===== src/rtl/mult_control.sv =====
// mult_control -- FSM sequencer for a shift-add multiplier datapath.
//
// Steps the external datapath (multiplicand register, multiplier/product
// shift register, adder) through one multiply of WIDTH iterations. Every
// iteration is a TEST (look at multiplier bit 0), an optional ADD, and a
// SHIFT. The product is held valid in DONE until the consumer acknowledges
// it. Start and Ack together in DONE begin the next multiply without an
// idle cycle in between.
//
// Parameters
//   WIDTH  operand width = iterations per multiply (>= 2)
//   CNT_W  iteration counter width, 2**CNT_W > WIDTH
//
// Ports
//   Clk    in   clock, all state on posedge
//   Rst_n  in   asynchronous active-low reset
//   Start  in   request a new multiply (honoured in IDLE, or in DONE with Ack)
//   Abort  in   synchronous cancel from any state back to IDLE, no Done
//   Ack    in   consumer took the product, releases DONE
//   Lsb    in   multiplier bit 0 from the datapath, looked at only in TEST
//   Load   out  load operands and clear the product upper half
//   Add    out  add multiplicand into the product upper half
//   Shift  out  shift product/multiplier right by one
//   Busy   out  high in LOAD/TEST/ADD/SHIFT
//   Done   out  product valid, high in DONE until Ack
//   Iter   out  iterations completed in the current operation
module mult_control #(
    parameter int unsigned WIDTH = 32,
    parameter int unsigned CNT_W = 6
) (
    input  logic             Clk,
    input  logic             Rst_n,
    input  logic             Start,
    input  logic             Abort,
    input  logic             Ack,
    input  logic             Lsb,
    output logic             Load,
    output logic             Add,
    output logic             Shift,
    output logic             Busy,
    output logic             Done,
    output logic [CNT_W-1:0] Iter
);

    localparam logic [2:0] IDLE  = 3'd0;
    localparam logic [2:0] LOAD  = 3'd1;
    localparam logic [2:0] TEST  = 3'd2;
    localparam logic [2:0] ADD   = 3'd3;
    localparam logic [2:0] SHIFT = 3'd4;
    localparam logic [2:0] DONE  = 3'd5;

    localparam logic [CNT_W-1:0] LAST_ITER = CNT_W'(WIDTH - 1);

    logic [2:0]       state;
    logic [2:0]       state_nxt;
    logic [CNT_W-1:0] iter_nxt;

    always_comb begin
        state_nxt = state;
        iter_nxt  = Iter;
        if (Abort) begin
            state_nxt = IDLE;
            iter_nxt  = '0;
        end else begin
            case (state)
                IDLE: begin
                    if (Start) state_nxt = LOAD;
                end
                LOAD: begin
                    iter_nxt  = '0;
                    state_nxt = TEST;
                end
                TEST: begin
                    state_nxt = Lsb ? ADD : SHIFT;
                end
                ADD: begin
                    state_nxt = SHIFT;
                end
                SHIFT: begin
                    // Iter reaches WIDTH on the final shift and is held there
                    // through DONE; the test uses the pre-increment value.
                    iter_nxt  = Iter + CNT_W'(1);
                    state_nxt = (Iter == LAST_ITER) ? DONE : TEST;
                end
                DONE: begin
                    if (Ack) state_nxt = Start ? LOAD : IDLE;
                end
                default: begin
                    state_nxt = IDLE;
                    iter_nxt  = '0;
                end
            endcase
        end
    end

    always_ff @(posedge Clk or negedge Rst_n) begin
        if (!Rst_n) begin
            state <= IDLE;
            Iter  <= '0;
        end else begin
            state <= state_nxt;
            Iter  <= iter_nxt;
        end
    end

    // Moore decodes: reset forces the state register to IDLE, so every
    // output drops in the same cycle reset is asserted.
    assign Load  = (state == LOAD);
    assign Add   = (state == ADD);
    assign Shift = (state == SHIFT);
    assign Done  = (state == DONE);
    assign Busy  = (state == LOAD) || (state == TEST) ||
                   (state == ADD)  || (state == SHIFT);

endmodule


===== config.mk =====
export PLATFORM = sky130hd
export DESIGN_NAME = mult_control
export DESIGN_NICKNAME = d
export VERILOG_FILES = /design/src/rtl/mult_control.sv
export SDC_FILE = /design/constraint.sdc
export NUM_CORES = 1
export LEC_CHECK = 0
export BUFFER_PORTS_ARGS = -buffer_cell sky130_fd_sc_hd__buf_4
export CORE_MARGIN = 1
export CORE_UTILIZATION = 30
export DETAILED_ROUTE_END_ITERATION = 8
export PLACE_DENSITY = 0.51
export SETUP_SLACK_MARGIN = 0.05
export SLEW_MARGIN = 10
export SYNTH_ARGS = -nofsm -noshare
export SYNTH_HDL_FRONTEND = slang
export SYNTH_SLANG_ARGS = --single-unit

===== constraint.sdc =====
create_clock -name Clk -period 1.75 [get_ports Clk]
set_clock_uncertainty 0.1 [all_clocks]
set_input_delay 0.175 -clock Clk [delete_from_list [all_inputs] [get_ports Clk]]
set_output_delay 0.175 -clock Clk [all_outputs]
set_load 0.005 [all_outputs]

### After elaboration in Yosys (flattened, before gate mapping)

Index checks and enable logic that the tools add are counted.

* shift operators: 0
* order comparisons: 0
* bitwise operators: 0
* multiply operators: 0
* reductions and logical operators: 6
* muxes and demuxes: 9
* div/mod/pow operators: 0
* equal/unequal tests: 9
* add/sub/neg operators: 1

Operators by type and width (number)
* 3-bit case mux with 6 select lines: 1
* 3-bit two-way mux: 5
* 6-bit case mux with 2 select lines: 1
* 6-bit by 1-bit adder with 6-bit output, second input constant: 1
* 3-bit by 2-bit == test with 1-bit output, second input constant: 2
* 3-bit == test, second input constant: 2
* 6-bit by 5-bit == test with 1-bit output, second input constant: 1
* 6-bit two-way mux: 1
* 3-bit inequality test, second input constant: 2
* 4-bit OR reduction: 1
* 3-bit by 1-bit == test with 1-bit output, second input constant: 1
* 3-bit zero test: 1
* 1-bit logical OR: 3
* 2-bit by 1-bit inequality test with 1-bit output, second input constant: 1
* 2-bit AND reduction: 1
* 1-bit two-way mux: 1

* memory bits (read-only): 0
* RAM bits: 0
* register bits after elaboration: 9
* bits of input ports: 6
* logic and storage cells: 27
* memories kept: 0
* output and inout port bits: 11
* bits in latches: 0

### Logic depth before layout (Yosys ltp)

* depth after elaboration: 4
* gate-level depth with buffers: 5
* mapped depth without buffers: 5

### Worst setup path before layout

OpenSTA, ideal clock, no wires.

* path kind: register -> register
* from: register Iter[0]
* to: register Iter[1]
* buffers on the path: 0
* data required time: 1.520 ns
* clock period less this slack: 1.399 ns
* slack: 0.351 ns
* library setup time: 0.130 ns
* stages on the path, launching flop included: 5
* arrival: 1.169 ns
* path through: dfrtp_1 -> ha_1 -> mux2_1 -> a32oi_1 -> nor2_1

* cells in the longest elaborated chain, start to end: 3

Ends and longest elaborated chain
* from (decl): RTL line 42 `output logic [CNT_W-1:0] Iter`
* from (signal assigned): RTL line 102 `Iter <= iter_nxt;`
* 6-bit by 1-bit adder with 6-bit output: RTL line 82 `iter_nxt = Iter + CNT_W'(1);`
* 6-bit case mux with 2 select lines: RTL line 65 `case (state)`
* 6-bit two-way mux: RTL line 61 `if (Abort) begin`

No other way between the ends.
A chain may end at the register's enable or synchronous reset.

### Worst setup path after layout

* from: register state[1]
* to: output port Done

* cells in the longest elaborated chain, start to end: 1

Ends and longest elaborated chain
* from (decl): RTL line 54 `logic [2:0] state;`
* from (signal assigned): RTL line 101 `state <= state_nxt;`
* 3-bit == test: RTL line 111 `assign Done = (state == DONE);`
* to (decl): RTL line 41 `output logic Done,`

No other way between the ends.

==> out/qor.yml <==
multiInputGateArea_um2: 365
critical_path_class: "reg2out"
cp_max_fo: 6
vias: 577
crit_path_top_delay_cell: "dfrtp_1"
n_antenna_cell: 0
fmax_mhz: 637
cts-root-buf: "clkbuf_4"
area_growth_pct: 29.0
synth_edf_count: 0
powerDensity_nw_per_um2: 620
clk_path_buf_depth: 2
tightest_slew_ps: 375
worstPathRequired_ps: 1470
grt.total_usage_pct: 15.2
postSynthCellCount: 71
worst_setup_path_end_kind: "output port"
hold_start: "Abort"
io_pins: 17
antenna_found_initial: 0
relSlewSlack_pct: 75.0
setup_violations: 0
dpl_cell_area_um2: 774
synth_cell_types: 32
max_stage_delay_ps: 430
fillerInstances: 219
synth_area_um2: 629
drt-total-wl_mm: 1.48
die_h_um: 47.8
ys_async_sr_fraction_pct: 100
synth_top_area_share_pct: 35.8
path_clk_slew_ps: 60
netlist_top_cells_count: "9 x dfrtp_1, 9 x nor2_1, 4 x a21oi_1, 4 x inv_1, 4 x xnor2_1"
hold_depth: 2
leakage_nw: 0.354
cts_setup_buffers: 0
drt_iter0_drc: 3
numPortBuffers: 16
drive_gt1_share_pct: 27.8
core-area_um2: 1960
cts_tree: "built"
first_pass_iters: 3
dieArea_um2: 2280
std_cell_rows: 16
crit_chain: "buf_4, nor2b_4, and2_1, buf_4"
ys_warn_count: 0
grt_pass1_wl_mm: 2.26
hold_viol_final: 0
rsz0062_at_grt: "no"
synth-main-ff-cell: "dfrtp_1"
ant_nets: 0
reg2reg_from: "Iter[0]"
peakVddDrop_uv: 232
maxCapViolations: 0
regToRegEndpoint: "state[1]"
slew_violations: 0
vias_per_cell: 4.93
min_to: "Iter[2]"
start_kind: "flop"
initial_core_util_pct: 32.1
hold_class: "in2reg"
regArea_um2: 226
cts_buffers: 3
status: "completed"
clk-insertion-delay-late_ps: 260
critical_path_arrival_ps: 1300
clock-sinks: 9
seq_area_frac_synth_pct: 35.8
fin_crit_ps: 1570
stdcell_count: 117
r2r_cells: 5
globalplace.congestion: 0.709
yosys_register_bits: 9
fin_setup_tns_ps: 0
dp_hpwl_mm: 1.11
whs_ps: 56.8
grt_overflow: 0
htreeDepth: 1
postLayoutCellArea_um2: 812
grt_pass1_vias: 508
yosys.area.top_type: "dfrtp_1"
synth_nets: 78
placed_cells: 112
reg2reg_slack_ps: 190
grt_max_degree: 11
synth_area_leaders: "dfrtp_1 36%, xnor2_1 5.6%, nor2_1 5.4%"
drc_errors: 0
routedWlPerCell_um: 12.6
syn_avg_cell_area_um2: 8.86
period_share_pct: 89.7
chipWidth_um: 47.8
crit_top_cell: "buf_4"
fin_nets: 98
## sequential cells by signal, indices dropped and copies added (netlist names)
name   flops
Iter       6
state      3
## kinds of logic after synthesis
family          after synthesis  share of synthesized area, %
xor+xnor                      4                          5.57
simple gates                 32                          31.8
compound gates               16                          16.9
fa+ha+maj                     1                          1.99
mux                           1                          1.79
buf+inv                       8                          6.16
flops                         9                          35.8
## metal layers
layer	vias up	part of all wire [%]	global-route usage, %
li1	293	-	-
met1	265	51	20.0
met2	17	44	21.1
met3	2	3.7	4.53
met4	0	1.4	10.6
met5	-	0	0
## where the power goes
| part | internal [mW] | switching, mW | total [mW] |
|---|---|---|---|
| clock | 0.0880 | 0.0748 | 0.163 |
| sequential | 0.214 | 0.0127 | 0.227 |
| combinational | 0.0579 | 0.0555 | 0.113 |
| total | 0.360 | 0.143 | 0.503 |
## cell usage in the layout (no fill, tap or decap), drive strengths merged
master and instances:
buf 18, nor2 9, dfrtp 9, inv 4, xnor2 4, a21oi 4
o21ai 4, clkbuf 4, nand3 3, nand2b 3, nor4 3, nor2b 3
and2 2, nand3b 2, a211oi 2, a32oi 2, nor3b 2, a22o 2
and3 1, nand4b 1, a31oi 1, nand2 1, or2 1, mux2 1
nand4 1, a221o 1, ha 1, dlygate4sd3 1
## critical path: cells and delay by family, from the launching register on
kind,cells,cell delay [ps]
DFF,1,430
buffers and inverters,2,300
and+or+nand+nor,2,300
## final cells by class
cell class	instances	share of cell area [%]
inverters	4	1.85
well taps	27	4.16
flip-flops and latches	9	27.9
clock buffers	4	3.24
repair buffers	19	17.9
multi-input cells	54	45.0
## per-stage QoR
stage | worst slack [ps] | total power [mW] | utilization (%)
2_1_floorplan | 351 | 0.298 | -
3_3_place_gp | 180 | 0.344 | 39.5
3_5_place_dp | 210 | 0.344 | 39.5
4_1_cts | 97.6 | 0.512 | 41.3
5_1_grt | 78.0 | 0.539 | 41.4
6_report | 180 | 0.503 | 41.4
## worst max-delay path by stage
stage,from,to,cells after the start,slack [ps]
3_5_place_dp,Iter[0],state[1],5,210
3_3_place_gp,Iter[0],state[1],5,180
4_1_cts,state[2],Done,3,100
2_1_floorplan,Iter[0],Iter[1],4,350
6_report,state[1],Done,4,180
5_1_grt,Iter[0],state[2],5,80
## timing repair
| item | 4_1_cts | 5_1_grt |
|---|---|---|
| hold endpoints to repair | 9 | 0 |
| endpoints found under the setup margin | 0 | 1 |
| gates resized for setup | 0 | 1 |
| hold buffers | 1 | 0 |
(Power assumes the default switching activity.)
